### src/rtl/sparse_coo_encoder_if.sv
// Dense-pixel input and COO-triplet output handshakes of the sparse encoder.
interface sparse_coo_encoder_if #(
  parameter int unsigned wordLength = 8
) ();
  logic                  in_valid;
  logic                  in_ready;
  logic [wordLength-1:0] in_data;
  logic                  out_valid;
  logic                  out_ready;
  logic [wordLength-1:0] out_value;
  logic [wordLength-1:0] out_col;
  logic [wordLength-1:0] out_row;

  // Producer of pixels / consumer of triplets (activation side and sparse buffer)
  modport master (
    output in_valid, in_data, out_ready,
    input  in_ready, out_valid, out_value, out_col, out_row
  );

  // The encoder itself
  modport slave (
    input  in_valid, in_data, out_ready,
    output in_ready, out_valid, out_value, out_col, out_row
  );
endinterface

### src/rtl/sparse_coo_encoder.sv
// Dense raster feature map -> COO (value, col, row) triplet stream with a
// non-zero count reported at frame end.
module sparse_coo_encoder #(
  parameter int unsigned dataRowNum       = 28,
  parameter int unsigned wordLength       = 8,
  parameter int unsigned doublewordLength = 16,
  parameter int unsigned fifoDepth        = 4
) (
  input  logic                        clk,
  input  logic                        irst_n,
  input  logic                        start,
  sparse_coo_encoder_if.slave         bus,
  output logic [doublewordLength-1:0] valid_num,
  output logic                        frame_done,
  output logic                        busy
);

  localparam int unsigned PTR_W = $clog2(fifoDepth);
  localparam int unsigned CNT_W = PTR_W + 1;
  localparam logic [wordLength-1:0] LAST_IDX = wordLength'(dataRowNum - 1);
  localparam logic [CNT_W-1:0]      FULL_CNT = CNT_W'(fifoDepth);

  // Parameter sanity: the nnz counter must hold a full frame, FIFO pointers must wrap naturally
  if ((longint'(dataRowNum) * longint'(dataRowNum)) >= (longint'(1) << doublewordLength)) begin : g_nnz_width_check
    $error("doublewordLength too narrow for dataRowNum^2 non-zero pixels");
  end
  if ((fifoDepth < 2) || ((fifoDepth & (fifoDepth - 1)) != 0)) begin : g_fifo_depth_check
    $error("fifoDepth must be a power of 2 and at least 2");
  end

  typedef enum logic [1:0] {IDLE, RUN, DRAIN, DONE} state_t;

  typedef struct packed {
    logic [wordLength-1:0] value;
    logic [wordLength-1:0] col;
    logic [wordLength-1:0] row;
  } triplet_t;

  state_t                      state;
  state_t                      state_nxt_c;
  logic [wordLength-1:0]       col;
  logic [wordLength-1:0]       row;
  logic [doublewordLength-1:0] nnz;
  logic                        in_ready_q;
  logic                        out_valid_q;
  triplet_t                    mem [fifoDepth];
  logic [PTR_W-1:0]            wr_ptr;
  logic [PTR_W-1:0]            rd_ptr;
  logic [CNT_W-1:0]            count;
  logic [CNT_W-1:0]            count_nxt_c;
  logic                        accept_c;
  logic                        push_c;
  logic                        pop_c;
  logic                        last_px_c;

  // Handshake qualification, FIFO occupancy look-ahead and next-state decode
  always_comb begin
    accept_c    = (state == RUN) && bus.in_valid && in_ready_q;
    push_c      = accept_c && (|bus.in_data);
    pop_c       = out_valid_q && bus.out_ready;
    last_px_c   = (col == LAST_IDX) && (row == LAST_IDX);
    count_nxt_c = count + CNT_W'(push_c) - CNT_W'(pop_c);
    state_nxt_c = state;
    case (state)
      IDLE:    if (start) state_nxt_c = RUN;
      RUN:     if (accept_c && last_px_c) state_nxt_c = DRAIN;
      DRAIN:   if (count_nxt_c == '0) state_nxt_c = DONE;
      DONE:    state_nxt_c = IDLE;
      default: state_nxt_c = IDLE;
    endcase
  end

  // State, raster counters, triplet FIFO and registered status outputs
  always_ff @(posedge clk or negedge irst_n) begin
    if (!irst_n) begin
      state       <= IDLE;
      col         <= '0;
      row         <= '0;
      nnz         <= '0;
      valid_num   <= '0;
      frame_done  <= 1'b0;
      busy        <= 1'b0;
      in_ready_q  <= 1'b0;
      out_valid_q <= 1'b0;
      count       <= '0;
      wr_ptr      <= '0;
      rd_ptr      <= '0;
      for (int i = 0; i < int'(fifoDepth); i++) begin
        mem[i] <= '0;
      end
    end else begin
      state       <= state_nxt_c;
      busy        <= (state_nxt_c != IDLE);
      frame_done  <= (state_nxt_c == DONE);
      // in_ready looks only at occupancy, so it never depends on out_ready combinationally
      in_ready_q  <= (state_nxt_c == RUN) && (count_nxt_c != FULL_CNT);
      out_valid_q <= (count_nxt_c != '0);
      count       <= count_nxt_c;

      if (push_c) begin
        mem[wr_ptr] <= '{value: bus.in_data, col: col, row: row};
        wr_ptr      <= wr_ptr + PTR_W'(1);
      end
      if (pop_c) begin
        rd_ptr <= rd_ptr + PTR_W'(1);
      end

      if ((state == IDLE) && start) begin
        col <= '0;
        row <= '0;
        nnz <= '0;
      end

      if (accept_c) begin
        if (push_c) begin
          nnz <= nnz + doublewordLength'(1);
        end
        // Counters freeze on the last pixel of the frame
        if (!last_px_c) begin
          if (col == LAST_IDX) begin
            col <= '0;
            row <= row + wordLength'(1);
          end else begin
            col <= col + wordLength'(1);
          end
        end
      end

      if ((state == DRAIN) && (state_nxt_c == DONE)) begin
        valid_num <= nnz;
      end
    end
  end

  // Head of the FIFO drives the triplet outputs
  assign bus.in_ready  = in_ready_q;
  assign bus.out_valid = out_valid_q;
  assign bus.out_value = mem[rd_ptr].value;
  assign bus.out_col   = mem[rd_ptr].col;
  assign bus.out_row   = mem[rd_ptr].row;

endmodule
### src/flat_wrapper.sv
// flat-port wrapper written by rule: the top's interface ports become plain ports
module sparse_coo_encoder_flat 
#(
  parameter int unsigned dataRowNum       = 28,
  parameter int unsigned wordLength       = 8,
  parameter int unsigned doublewordLength = 16,
  parameter int unsigned fifoDepth        = 4
)
  (clk, irst_n, start, valid_num, frame_done, busy, bus_in_valid, bus_in_data, bus_out_ready, bus_in_ready, bus_out_valid, bus_out_value, bus_out_col, bus_out_row);
  sparse_coo_encoder_if #(.wordLength(wordLength)) bus_i ();
  input  logic clk;
  input  logic irst_n;
  input  logic start;
  output logic [doublewordLength-1:0] valid_num;
  output logic frame_done;
  output logic busy;
  input wire logic [$bits(bus_i.in_valid)-1:0] bus_in_valid;
  input wire logic [$bits(bus_i.in_data)-1:0] bus_in_data;
  input wire logic [$bits(bus_i.out_ready)-1:0] bus_out_ready;
  output wire logic [$bits(bus_i.in_ready)-1:0] bus_in_ready;
  output wire logic [$bits(bus_i.out_valid)-1:0] bus_out_valid;
  output wire logic [$bits(bus_i.out_value)-1:0] bus_out_value;
  output wire logic [$bits(bus_i.out_col)-1:0] bus_out_col;
  output wire logic [$bits(bus_i.out_row)-1:0] bus_out_row;
  assign bus_i.in_valid = bus_in_valid;
  assign bus_i.in_data = bus_in_data;
  assign bus_i.out_ready = bus_out_ready;
  assign bus_in_ready = bus_i.in_ready;
  assign bus_out_valid = bus_i.out_valid;
  assign bus_out_value = bus_i.out_value;
  assign bus_out_col = bus_i.out_col;
  assign bus_out_row = bus_i.out_row;
  sparse_coo_encoder #(.dataRowNum(dataRowNum), .wordLength(wordLength), .doublewordLength(doublewordLength), .fifoDepth(fifoDepth)) u_core (.clk(clk), .irst_n(irst_n), .start(start), .bus(bus_i), .valid_num(valid_num), .frame_done(frame_done), .busy(busy));
endmodule
### config.mk
export PLATFORM = sky130hd
export DESIGN_NAME = sparse_coo_encoder_flat
export DESIGN_NICKNAME = d
export VERILOG_FILES = /design/src/rtl/sparse_coo_encoder_if.sv /design/src/rtl/sparse_coo_encoder.sv /design/src/flat_wrapper.sv
export SDC_FILE = /design/constraint.sdc
export NUM_CORES = 1
export LEC_CHECK = 0
export ABC_AREA = 0
export CAP_MARGIN = 15
export CORE_UTILIZATION = 45
export CTS_CLUSTER_SIZE = 40
export DETAILED_ROUTE_END_ITERATION = 7
export PLACE_DENSITY_LB_ADDON = 0.3
export SYNTH_ARGS = -nofsm -noshare
export SYNTH_HDL_FRONTEND = slang
export SYNTH_SLANG_ARGS = --single-unit
### constraint.sdc
create_clock -name clk -period 9.3 [get_ports clk]
set_input_delay 1.86 -clock clk [delete_from_list [all_inputs] [get_ports clk]]
set_output_delay 1.86 -clock clk [all_outputs]
set_load 0.01 [all_outputs]
==> summary.md <==
| Metric | Value |
|---|---|
| RR Startpoint | u_core.state[1]$_DFF_PN0_ |
| Root Driver | clkbuf_16 |
| Post-Syn Nets | 525 |
| Port Buffers | 56 |
| EDFF count, synth | 0 |
| Crit-path leading delay family | simple AND/OR/NAND/NOR gates |
| GR Overflow Total | 0 |
| Postcts setup bufs | 0 |
| Antenna cells | 0 |
| IO Pins | 57 |
| CP Class | in -> reg |
| DRT Pass-1 Iters | 4 |
| Chip width | 127 um |
| Routed vias/inst | 5.62 |
| FF-to-FF End | u_core.valid_num[11]$_DFFE_PN0P_ |
| Crit-path max cell delay | 0.82 ns |
| Area Overhead vs Synth | 18.6% |
| Fmax | 0.185 GHz |
| Row count | 45 |
| Area share of the leading cell type in the synthesized netlist | 0.561 |
| Sink of the worst hold path | u_core.mem[38]$_DFFE_PN0P_ |
| Primary FF master, synth | dfrtp_1 |
| Wirelength per Cell | 18.8 um |
| Area leader, netlist | dfrtp_1 |
| Post-CTS Resized | 0 |
| Core area | 15200 um2 |
| Sink Count | 157 |
| Least-Margin Pin Slew | 0.944 ns |
| Synth warnings | 0 |
| Mapped Area | 7010 um2 |
| 1st-iter DRT viols | 222 |
| Final Util | 0.546 |
| Bufs and invs on worst path | 1 |
| CTS tree | done |
| Most crowded layer after global routing | met2 |
| Mapped Avg Cell Area | 14.0 um2 |
| First-pass GRT wire length | 23800 um |
| Final HPWL DP | 8710 um |
| Max Slew Vio Count | 0 |
| Seq/Total Area, Yosys | 0.561 |
| Min Hold Slack | 0.500 ns |
| Critical path, cell by cell | clkdlybuf4s50_1 -> nand4b_1 -> a21oi_2 -> ha_1 -> fa_1 -> nor2_1 -> nand2b_4 -> or3b_1 -> mux2_4 |
| RSZ-0062 raised after global routing | no |
| Max H-tree Level | 4 |
| Max-Slew Margin vs Limit | 0.371 |
| Worst R2R Setup Slack | 5.26 ns |
| Hold Violations, Final | 0 |
| Worst Hold Launch | u_core.mem[38]$_DFFE_PN0P_ |
| Vias in the first global route | 4613 |
| Multi-input gate area | 2890 um2 |
| Slowest cell on crit path | a21oi_2 |
| Die ar. | 16100 um2 |
| Pwr dens | 283 nW/um2 |
| Worst-path fanout max | 19 |
| Met1 track demand over resource | 0.246 |
| Detailed Route WL | 14200 um |
| Synth area leaders | dfrtp_1 (56%), mux2_2 (16%), mux4_2 (7.7%) |
| Met2 usage | 0.321 |
| # DRC | 0 |
| Final Critical Period | 5.41 ns |
| Min-Delay Path Class | reg -> reg |
| Hold-critical path depth | 1 |
| Leakage | 0.00384 uW |
| Critical Path AT | 5.71 ns |
| Final TNS setup | 0 ns |
| GR Layer Usage met3 | 0.0426 |
| Via count | 4241 |
| Final setup violation count | 0 |
| Synth Instances | 502 |
| Status | complete, no violations |
| Worst-path clk slew | 0.06 ns |
| Hold Buf Count CTS | 0 |
| Setup crit start kind | primary input |
| Share of cells above drive strength 1 | 0.307 |
| Clock Path Buffers | 2 |
| Crit end category | flip-flop |
| Starting Density | 0.461 |
| Largest net degree at the start of global routing | 93 |
| Final nets | 576 |
| FF/Latch Area | 3930 um2 |
| Fin Clk Skew | 0.00870 ns |
| Die H | 127 um |
| Data required, critical path | 9.60 ns |
| Initial antenna violation count | 0 |
| Worst-case reg-to-reg path depth | 8 |
| Max cap viols | 0 |
| Fillcell total | 1284 |
| Peak VDD IR | 0.000141 V |
| Post-synthesis register bit count | 157 |
| CTS buffer count | 17 |
| Clock Latency Late Sink | 0.43 ns |
| Tcrit/Tclk final | 0.582 |
| Ys async rst share | 1.00 |
| GP Congestion | 0.823 |
| Post-route ant nets | 0 |
| GRT Util Overall | 0.195 |
| Netlist cell types | 46 |
-- synthesized netlist by cell type (2+ instances only) --
library cell  number
and4_1             2
mux2i_1            7
o31ai_1            2
and2_1             3
xor2_1             7
nor2_1            12
ha_1               9
o211ai_1           3
nand4_1           10
nand2_2            4
a21o_1             3
nor3_1             2
or4_1              2
clkbuf_1          11
o21a_1             2
and3_1             3
mux2_2           100
inv_1             10
or3_1              3
nand3_1           30
mux4_2            24
o21ai_0           16
buf_2             14
xnor2_1            3
nand2_1           28
dfrtp_1          157
nor4_1             3
mux2_4             8
a21oi_1            7
-- worst reg2reg max path: stages, from the launching register on --
cell and delay, ns:
dfrtp_1 0.44, nand4b_1 0.42, a21oi_2 0.82, ha_1 0.31
fa_1 0.44, nor2_1 0.26, nand2b_4 0.07, or3b_1 0.72
mux2_4 0.44
-- flip-flops by register name (all words and copies together), names as in the netlist --
signal                count
u_core.mem               96
u_core.nnz               16
u_core.valid_num         16
u_core.col                8
u_core.row                8
u_core.count              3
u_core.rd_ptr             2
u_core.state              2
u_core.wr_ptr             2
u_core.bus.in_ready       1
u_core.bus.out_valid      1
u_core.busy               1
u_core.frame_done         1
-- how the worst max path moves through the flow --
stage              startpoint                          endpoint  slack, ns  cells after the start
4_1_cts          bus_in_valid  u_core.valid_num[11]$_DFFE_PN0P_       3.88                      9
2_1_floorplan  bus_in_data[1]  u_core.valid_num[10]$_DFFE_PN0P_       4.66                     12
3_5_place_dp     bus_in_valid  u_core.valid_num[13]$_DFFE_PN0P_       3.44                      9
5_1_grt          bus_in_valid  u_core.valid_num[11]$_DFFE_PN0P_       3.70                      9
3_3_place_gp     bus_in_valid  u_core.valid_num[13]$_DFFE_PN0P_       3.59                      9
6_report         bus_in_valid  u_core.valid_num[11]$_DFFE_PN0P_       3.89                      9
-- kinds of logic (layout without fill, tap and decap cells) --
logic type                 Yosys count  count (layout)  share of synthesized area
adders and majority gates           10              10                     0.0189
DFF                                157             157                      0.561
buffers and inverters               38             102                     0.0263
AOI/OAI and AO/OA                   38              38                     0.0334
xor gates and xnor gates            10              10                     0.0125
and+or+nand+nor                    110             110                     0.0832
muxes                              139             139                      0.265
-- metal layers --
layer | routed length (um) | vias up
met5 | 0 | -
met4 | 311 | 0
met3 | 308 | 23
met2 | 7040 | 68
met1 | 6490 | 2211
li1 | - | 1939
-- cell type report --
cell class                      count  share of cell area
Tap cell                          188              0.0283
Multi-Input combinational cell    307               0.348
Inverter                           10             0.00452
Clock inverter                      6             0.00964
Timing Repair Buffer               60              0.0737
Clock buffer                       26              0.0625
Sequential cell                   157               0.473
-- report_power, final --
part	leakage, uW	total (uW)	internal (uW)	switching, uW
clock network	0.000300	695	436	259
registers	0.00205	954	840	114
logic	0.00149	702	393	309
total	0.00384	2350	1670	682
-- per-stage QoR --
step	instance area [um2]	setup slack (ns)	cells	total power [uW]
final	8310	3.89	754	2350
after global routing	8310	3.70	754	2480
after CTS	8280	3.88	753	2380
after detailed placement	7680	3.44	721	1670
after global placement	7680	3.59	721	1640
after floorplan	7010	4.66	502	1410
-- cell usage in the layout, fill, tap and decap left out, types with 8 or more instances in the layout --
cell type / n
mux2_4: 8
inv_1: 10
mux2_2: 100
mux4_2: 24
nor2_1: 12
nand4_1: 10
nand2_1: 28
nand3_1: 30
o21ai_0: 16
ha_1: 9
clkdlybuf4s50_1: 55
dfrtp_1: 157
clkbuf_16: 17
No activity file was read; power rests on OpenSTA's default activity.
